[config.mk]
export PLATFORM = sky130hd
export DESIGN_NAME = core_bus_arbiter
export DESIGN_NICKNAME = d
export VERILOG_FILES = /design/src/rtl/core_bus_arbiter.sv
export SDC_FILE = /design/constraint.sdc
export NUM_CORES = 1
export LEC_CHECK = 0
export ABC_AREA = 1
export CAP_MARGIN = 20
export CORE_AREA = 2 2 110 112
export CTS_BUF_LIST = sky130_fd_sc_hd__clkbuf_4
export DETAILED_ROUTE_END_ITERATION = 8
export DIE_AREA = 0 0 112 114
export PLACE_DENSITY = 0.63
export SLEW_MARGIN = 20
export SYNTH_ARGS = -nofsm -noshare
export SYNTH_HDL_FRONTEND = slang
export SYNTH_SLANG_ARGS = --single-unit
[constraint.sdc]
create_clock -name clk -period 3.3 [get_ports clk]
set_input_delay 0.66 -clock clk [delete_from_list [all_inputs] [get_ports clk]]
set_output_delay 0.66 -clock clk [all_outputs]
set_load 0.005 [all_outputs]
[src/rtl/core_bus_arbiter.sv]
//==============================================================================
// Module   : core_bus_arbiter
// Purpose  : Shares one pipelined Wishbone slave port between the CPU ibus
//            and dbus masters. One master owns the slave for the full length
//            of its cycle; an outstanding-request counter makes sure every
//            ack is routed back to the master that issued the request.
// Options  : CORE_ARB_RR_EN - round-robin tie break in IDLE (default build
//            uses fixed dbus priority).
// Revision : 1.0 - initial release
//==============================================================================
`default_nettype none

module core_bus_arbiter #(
    parameter int AW      = 32,
    parameter int DW      = 32,
    parameter int MAX_OUT = 4
) (
    input  logic            clk,
    input  logic            rst,      // asynchronous, active-low

    // Instruction master
    input  logic            i_cyc,
    input  logic            i_stb,
    input  logic [AW-1:0]   i_adr,
    output logic            i_stall,
    output logic            i_ack,
    output logic [DW-1:0]   i_dat_o,

    // Data master
    input  logic            d_cyc,
    input  logic            d_stb,
    input  logic            d_we,
    input  logic [AW-1:0]   d_adr,
    input  logic [DW/8-1:0] d_sel,
    input  logic [DW-1:0]   d_dat_i,
    output logic            d_stall,
    output logic            d_ack,
    output logic [DW-1:0]   d_dat_o,

    // Shared slave
    output logic            s_cyc,
    output logic            s_stb,
    output logic            s_we,
    output logic [AW-1:0]   s_adr,
    output logic [DW/8-1:0] s_sel,
    output logic [DW-1:0]   s_dat_o,
    input  logic            s_stall,
    input  logic            s_ack,
    input  logic [DW-1:0]   s_dat_i
);

    localparam logic [1:0] S_IDLE  = 2'd0;
    localparam logic [1:0] S_GNT_I = 2'd1;
    localparam logic [1:0] S_GNT_D = 2'd2;
    localparam logic [1:0] S_DRAIN = 2'd3;

    localparam logic [3:0] CNT_MAX = 4'(MAX_OUT);

    logic [1:0] state_q, state_d;
    logic [3:0] cnt_q, cnt_d;
    logic       gnt_i, gnt_d;
    logic       full;
    logic       accept;
    logic       ack_valid;
    logic       pick_d;

    assign gnt_i = (state_q == S_GNT_I);
    assign gnt_d = (state_q == S_GNT_D);

    // Window is full unless an ack this cycle frees a slot.
    assign full      = (cnt_q == CNT_MAX) && !s_ack;
    // An ack with nothing outstanding is a protocol error and is dropped.
    assign ack_valid = s_ack && (cnt_q != 4'd0);
    assign accept    = s_stb && !s_stall;

`ifdef CORE_ARB_RR_EN
    logic last_d_q;   // 1 = dbus was the most recent owner

    assign pick_d = d_cyc && (!i_cyc || !last_d_q);

    // Remember who was granted last so a tie alternates between masters.
    always_ff @(posedge clk or negedge rst) begin
        if (!rst) begin
            last_d_q <= 1'b1;
        end else if ((state_q == S_IDLE) && (i_cyc || d_cyc)) begin
            last_d_q <= pick_d;
        end
    end
`else
    assign pick_d = d_cyc;
`endif

    // Slave-side request mux and master-side stall/ack/data routing.
    always_comb begin
        s_cyc   = (state_q != S_IDLE);
        s_stb   = 1'b0;
        s_we    = 1'b0;
        s_adr   = '0;
        s_sel   = '0;
        s_dat_o = '0;
        i_stall = 1'b1;
        d_stall = 1'b1;
        i_ack   = 1'b0;
        d_ack   = 1'b0;
        i_dat_o = '0;
        d_dat_o = '0;
        if (gnt_i) begin
            s_stb   = i_cyc && i_stb && !full;
            s_adr   = i_adr;
            s_sel   = '1;
            i_stall = s_stall || full;
            i_ack   = ack_valid;
            i_dat_o = s_dat_i;
        end else if (gnt_d) begin
            s_stb   = d_cyc && d_stb && !full;
            s_we    = d_we;
            s_adr   = d_adr;
            s_sel   = d_sel;
            s_dat_o = d_dat_i;
            d_stall = s_stall || full;
            d_ack   = ack_valid;
            d_dat_o = s_dat_i;
        end
    end

    // Outstanding count and next-state selection.
    always_comb begin
        cnt_d = cnt_q;
        if (accept && !ack_valid) begin
            cnt_d = cnt_q + 4'd1;
        end else if (!accept && ack_valid) begin
            cnt_d = cnt_q - 4'd1;
        end

        state_d = state_q;
        case (state_q)
            S_IDLE: begin
                if (pick_d) begin
                    state_d = S_GNT_D;
                end else if (i_cyc) begin
                    state_d = S_GNT_I;
                end
            end
            S_GNT_I: begin
                if (!i_cyc) begin
                    state_d = (cnt_d == 4'd0) ? S_IDLE : S_DRAIN;
                end
            end
            S_GNT_D: begin
                if (!d_cyc) begin
                    state_d = (cnt_d == 4'd0) ? S_IDLE : S_DRAIN;
                end
            end
            default: begin
                if (cnt_d == 4'd0) begin
                    state_d = S_IDLE;
                end
            end
        endcase
    end

    // State and counter registers.
    always_ff @(posedge clk or negedge rst) begin
        if (!rst) begin
            state_q <= S_IDLE;
            cnt_q   <= 4'd0;
        end else begin
            state_q <= state_d;
            cnt_q   <= cnt_d;
        end
    end

endmodule

`default_nettype wire
==> results of run 1 <==
## synthesized netlist by cell type (2+ instances only)
master,n
nand4_1,3
dfrtp_1,6
nand3_1,9
a22o_1,32
buf_1,2
inv_2,4
nor2_2,2
nand2_1,128
nand2_4,3
ha_1,6
nor2_1,69
clkbuf_1,22
inv_1,43
nor3_1,2
nand2_2,11
## area by class of cell
cell class | count | area (um^2) | area share [%]
clock buffers | 3 | 22.5 | 0.471
flip-flops and latches | 6 | 150 | 3.14
repair buffers | 282 | 2840 | 59.4
multi-input cells | 274 | 1400 | 29.3
well taps | 147 | 184 | 3.85
inverters | 48 | 183 | 3.82
## power by group through the flow
| stage | Sequential [mW] | Clock, mW | Combinational, mW |
|---|---|---|---|
| after floorplan | 0.142 | 0 | 1.26 |
| after global placement | 0.154 | 0 | 2.72 |
| after detailed placement | 0.155 | 0 | 2.74 |
| after CTS | 0.155 | 0.0751 | 2.76 |
| after global routing | 0.160 | 0.0782 | 2.97 |
| final | 0.154 | 0.0724 | 2.72 |
## worst max-delay path, stage by stage, from the launching register on
cell and delay (ps):
dfrtp_1 430, inv_1 120, ha_2 220, inv_1 70, nor2_2 140, buf_4 350
a22o_1 180, clkdlybuf4s50_1 550
## path summary, 6_finish.rpt
check / to / slack [ps] / depth (start not counted)
worst max register to register: state_q[1] / 930 / 18
worst min register to register: state_q[1] / 550 / 2
worst max-delay path: s_adr[22] / 320 / 7
max in group asynchronous: cnt_q[0] / 2420 / 1
min in group asynchronous: state_q[0] / 650 / 1
worst min-delay path: state_q[1] / 550 / 2
## state kept, by name, indices dropped and copies added (netlist names)
name     count
cnt_q        4
state_q      2
## metal layers
| layer | share of wire, % | GRT usage [%] | vias up |
|---|---|---|---|
| met3 | 5.9 | 2.50 | 2 |
| met1 | 44 | 19.5 | 1383 |
| met4 | 0.11 | 0.732 | 0 |
| met5 | 0 | 0 | - |
| met2 | 50 | 25.8 | 113 |
| li1 | - | - | 1604 |
## cell families (layout without fill, tap and decap cells)
group | Yosys count | count (layout)
compound gates | 35 | 35
flops | 6 | 6
buf+inv | 74 | 333
simple gates | 232 | 232
fa+ha+maj | 6 | 6
xor+xnor | 1 | 1
==> run metrics, run 1 <==
Final min period=2980 ps; Synth top area share=a little over a quarter; mux share of post-synthesis cell area=0%; CTS sink cnt=6; Routed WL=around 11000 um; Worst-Margin Slew=roughly 560 ps; fmax=336 MHz; commonest non-fill, non-tap cell in the layout=clkdlybuf4s50_1; cell area after synthesis=1820 um^2; Arr. time, crit path=between 2000 and 2500 ps; # port buffers=around 280; DP Cell Count=around 760; vias in the first global route=2794; worst endpoint required time=between 2000 and 3000 ps; Synth area leader=nand2_1; r2r startpoint=state_q[1]; worst min path class=reg2reg; placed instance area=4760 um^2; Global Route Usage Sum=between 10 and 15%; n_diodes=0; # rows=40; clock share of power=approximately 2.5%; Final period util=between 90% and 100%; Worst Slack Setup Final=around 320 ps; Final Hold Viols=0; total congestion overflow=0; clock skew=between 4 and 5 ps; RSZ-0062 raised after global routing=no; first-pass GRT wire length=between 15000 and 20000 um; maxcap violations=0; Post-CTS Resized=0; CTS Buffer Depth=2; relative slew slack=between 60% and 70%; Power Density=slightly above 600 nW/um^2; largest cells by area after synthesis=nand2_1, a22o_1, nor2_1, inv_1, dfrtp_1; initial antenna violation count=0; die area=roughly 13000 um^2; Min Hold Slack=roughly 550 ps; WS Path Type=reg2out; die height=114 um; asr flop ratio synth=100%; vias=between 3000 and 4000; hold path start=state_q[1]; Synth Flop Type=dfrtp_1; GPL Wtd Cong=0.792; post-synthesis adder-cell area fraction=about 4%; Final HPWL DP=about 8600 um; vias per cell=4.08; sequential cell area fraction in the yosys report=under 10%; sw frac=44.8%; core footprint=11700 um^2; fin. max-slew vios=0; Pre-antenna DRT Iters=4; Design Area, Final=4780 um^2; setup bufs post-CTS=0; critical-path maximum fanout=31; CTS root buffer=clkbuf_4; Initial Util=roughly 16%; largest net degree at the start of global routing=between 100 and 150; Synth Area in Simple Gates=54.7%; XOR/XNOR Fraction of Synth Area=0.480%; Finished Layout Cells=760; Power Total=2.95 mW; NumNets Final=about 760; Setup WS pre-CTS=between 600 and 700 ps; Comb power frac=92.3%; TritonCTS Buffers=3; most frequent cells in the layout=clkdlybuf4s50_1, nand2_1, nor2_1; Pint=roughly 1.6 mW; final setup vio count=0; post-layout util=between 40% and 50%; Yosys cell types=27; Synth Register Bits=6; status=completed; Synth Area in Compound Gates=between 15 and 20%; Syn. warnings=0; Syn Nets=roughly 500; startpoint types=register; Fillers=approximately 1200; CTS tree=done; cts hold-fix bufs=0; Post-Syn Area per Cell=between 5 and 6 um^2; DRC Markers=0; Worst-Skew Late Latency=approximately 250 ps; Worst VDD drop=856 uV; Die Wd=between 100 and 150 um; Syn Inst Count=354; Clk pin slew, worst setup/hold paths=50 ps; Final ANT Viol Nets=0; CP Capture Type=output pin; Flop pwr share=between 5 and 6%; leakage=approximately 2.2 nW; layout cells sized above 1=6.04%; number of flops mapped to enable cells by yosys=0; TNS Setup=0 ps; DRT iter0 DRCs=~170; htree depth=1; largest family of logic cells by synthesized area=simple AND/OR/NAND/NOR gates; switching power total=between 1 and 1.5 mW; area grow syn2layout=162%; CP startpoint=state_q[0]; wire per inst=13.9 um; I/O pin cnt=280
(Power assumes the default switching activity.)
==> inputs of run 2 (changes only) <==
CELL_PAD_IN_SITES_DETAIL_PLACEMENT = 1   (was default)
CELL_PAD_IN_SITES_GLOBAL_PLACEMENT = 1   (was default)
CORE_AREA = default   (was 2 2 110 112)
CORE_MARGIN = 2   (was default)
CORE_UTILIZATION = 13   (was default)
DIE_AREA = default   (was 0 0 112 114)
PLACE_DENSITY = 0.89   (was 0.63)
==> run 2 against run 1 <==
Net effect:
- hold slack better by 21 ps
- total power is 1.6% higher
- via count is 2.8% higher
- core utilization is 5.7 points lower
- sequential share of layout area hardly changed
- clock-buffer cell count stayed put
- non-clock buffer count is 1 higher
- sequential cell count stayed put
- register-to-register slack better by 70 ps
- global-route usage is 0.86 points lower
- clock skew is 3.6 ps lower
- cell count is 4.5% higher
- critical path type unchanged
- critical endpoint is now s_adr[2]
- highest routed layer unchanged
==> run metrics, run 2 (same netlist as run 1, synthesis figures left out) <==
Top reg by flops=cnt_q; placed instance area=4820 um^2 (+1.3%); CTS root buffer=clkbuf_4; crit-path cells=inv_1 -> ha_2 -> inv_1 -> nor2_2 -> buf_4 -> a22o_1 -> clkdlybuf4s50_1; area grow syn2layout=166%; fin. max-slew vios=0 (unchanged); met2 Usage GRT=25.5% (-0.37 points); commonest non-fill, non-tap cell in the layout=clkdlybuf4s50_1; fmax=337 MHz (+0.35%); Die Wd=122 um (+9.3%); Pint=1.65 mW (+1.5%); # port buffers=279 (unchanged); cts hold-fix bufs=0 (unchanged); first-pass GRT wire length=16500 um (+8.5%); Initial Util=13.2% (-2.3 points); GR Layer Usage met3=2.88% (+0.38 points); TNS Setup=0 ps (unchanged); worst endpoint required time=2640 ps (about the same); initial antenna violation count=0 (unchanged); relative slew slack=77.6% (+15 points); total congestion overflow=0 (unchanged); Largest register FFs=4 (unchanged); Worst-Skew Late Latency=240 ps (about the same); leakage=2.19 nW (+0.40%); Design Area, Final=4840 um^2 (+1.3%); Power Density=618 nW/um^2 (+0.32%); maxcap violations=0 (unchanged); Final Hold Viols=0 (unchanged); startpoint types=register; Final period util=90.0% (-0.32 points); Global Route Usage Sum=13.7% (-0.86 points); htree depth=1 (unchanged); CTS tree=done; core footprint=13800 um^2 (+18%); DRT iter0 DRCs=101 (-40%); I/O pin cnt=280 (unchanged); vias in the first global route=3103 (+11%); Pre-antenna DRT Iters=5 (+1); TritonCTS Buffers=3 (unchanged); # rows=43 (+7.5%); CTS sink cnt=6 (unchanged); vias=3189 (+2.8%); die height=122 um (+7.4%); Final ANT Viol Nets=0 (unchanged); Arr. time, crit path=2310 ps (about the same); Top cell by count, worst path=inv_1; Comb power frac=92.6% (+0.3 points); Fillers=1736 (+40%); Flop pwr share=5.1% (about the same); Clk pin slew, worst setup/hold paths=50 ps (about the same); NumNets Final=763 (+0.13%); status=completed; DRC Markers=0 (unchanged); Post-CTS Resized=0 (unchanged); biggest regs=cnt_q: 4 flops, state_q: 2 flops; clock share of power=2.2% (-0.3 points); vias per cell=4.02 (-1.6%); RSZ-0062 raised after global routing=no; slowest stage cell on the critical path=clkdlybuf4s50_1; critical-path maximum fanout=31 (unchanged); switching power total=1.34 mW (+1.8%); GPL Wtd Cong=0.768 (-3.0%); most frequent cells in the layout=clkdlybuf4s50_1, nand2_1, nor2_1; final setup vio count=0 (unchanged); n_diodes=0 (unchanged); layout cells sized above 1=6.19% (+0.15 points); sw frac=44.9% (+0.070 points); clock skew=1.29 ps (-3.64 ps); busiest grt layer=met2; Final min period=2970 ps (-10.4 ps); Routed WL=11400 um (+7.3%); die area=15000 um^2 (+17%); setup bufs post-CTS=0 (unchanged); wire per inst=14.3 um (+2.7%); WS Path Type=reg2out; largest net degree at the start of global routing=72 (-45%); Worst VDD drop=435 uV (-49%); routing usage on met1=16.4% (-3.0 points); CTS Buffer Depth=2 (unchanged); CP Capture Type=output pin; crit-path max cell delay=510 ps (-40 ps); worst min path class=reg2reg; Worst-Margin Slew=336 ps (-224 ps); Final HPWL DP=9480 um (+9.9%)
==> run 2: cell type report <==
type	instances	area [um^2]	share of cell area [%]
inverter	48	183	3.77
tap	180	225	4.65
timing repair buffer	283	2860	59.1
clock buffer	3	22.5	0.465
multi-input combinational	274	1400	28.9
sequential	6	150	3.10
==> run 2: metrics by stage <==
stage	utilization (%)	worst slack [ps]	std cells	total power, mW	hold slack, ps
global placement	35.0	619	791	2.91	547
detailed placement	35.0	571	791	2.98	561
global route	35.2	195	794	3.29	613
floorplan	-	1100	354	1.40	364
CTS	35.2	288	794	3.06	572
finish	35.2	330	794	2.99	568
==> run 2: worst paths after layout <==
kind / endpoint / slack, ps / depth (start not counted) / start
min in group asynchronous: state_q[0] / 680 / 1 / rst
hold reg to reg: state_q[1] / 570 / 2 / state_q[1]
max in group asynchronous: cnt_q[3] / 2380 / 1 / rst
setup / recovery: s_adr[2] / 330 / 7 / state_q[0]
setup reg to reg: state_q[1] / 1000 / 18 / state_q[1]
hold / removal: state_q[1] / 570 / 2 / state_q[1]
==> run 2: power by group through the flow <==
stage	sequential, mW	clock, mW	combinational (mW)
2_1_floorplan	0.142	0	1.26
5_1_grt	0.161	0.0753	3.05
3_5_place_dp	0.156	0	2.82
6_report	0.154	0.0665	2.77
4_1_cts	0.155	0.0716	2.83
3_3_place_gp	0.155	0	2.76
==> run 2: layer usage <==
metal | part of all wire (%) | vias up | wire length [um]
met5 | 0 | - | 0
met4 | 0.70 | 0 | 79
met3 | 7.6 | 6 | 868
met2 | 52 | 123 | 5860
met1 | 40 | 1456 | 4550
li1 | - | 1604 | -
==> run 2: worst max-delay path, delay by kind of cell (launching register included) <==
kind	cells	cell delay [ps]
flip-flops	1	430
buffers and inverters	4	1040
AND/OR/NAND/NOR	1	160
adder cells (fa/ha/maj)	1	210
AO/OA/AOI/OAI	1	210
==> patch (flow settings as in run 1) <==
`DW`: 32 -> 64.
--- a/src/rtl/core_bus_arbiter.sv
+++ b/src/rtl/core_bus_arbiter.sv
@@ -14,3 +14,3 @@
     parameter int AW      = 32,
-    parameter int DW      = 32,
+    parameter int DW      = 64,
     parameter int MAX_OUT = 4
Ports: changed (7 resized); port bits go from 280 to 448. No check against the original RTL was run, so the function may have changed too.
==> patch against run 1 <==
The run now fails in I/O pin placement; synthesized area is 41% higher; synthesized cell count is 61% higher.
==> patch: results (changes against run 1) <==
Logic synthesis
  – Synth unique cells: 24 (was 27)
  – Post-synthesis xor/xnor area fraction: 0.3410% (was 0.4804%)
  – Post-synthesis mux area share: 0% (unchanged)
  – Synth top cells by count: nand2_1 (240), nor2_1 (136), inv_1 (77) (was nand2_1 (128), nor2_1 (69), inv_1 (43))
  – Compound-Gate Fraction of Synth Area: 12.62% (was 16.61%)
  – Seq/Total Area, Yosys: 5.845% (was 8.236%)
  – Post-Synth Adder-Cell Area: 2.923% (was 4.118%)
  – Syn Nets: 785 (was 501)
  – Top_reg_cell synth: dfrtp_1 (unchanged)
  – Area contributors post-synth: nand2_1 (35%), nor2_1 (20%), inv_1 (11%) (was nand2_1 (26%), a22o_1 (15%), nor2_1 (14%))
  – Post-Synthesis Cells: 570 (was 354)
  – Ys async rst share: 100.0% (unchanged)
  – Synthesis Warnings: 0 (unchanged)
  – Post-synthesis register bit count: 6 (unchanged)

Outcome
  – Error msg: [ERROR PPL-0024] Number of IO pins (448) exceeds maximum number of available positions (400). Increase the die perimeter from 452.00um to 609.28um.
  – Last stage reached: I/O pin placement
  – Outcome: stopped before the end (was finished, final reports clean)

Die
  – # rows: 40 (unchanged)
-- patch: kinds of logic after synthesis --
| kind of cell | Yosys count |
|---|---|
| fa+ha+maj | 6 |
| xor+xnor | 1 |
| compound gates | 37 |
| buf+inv | 122 |
| simple gates | 398 |
| flops | 6 |
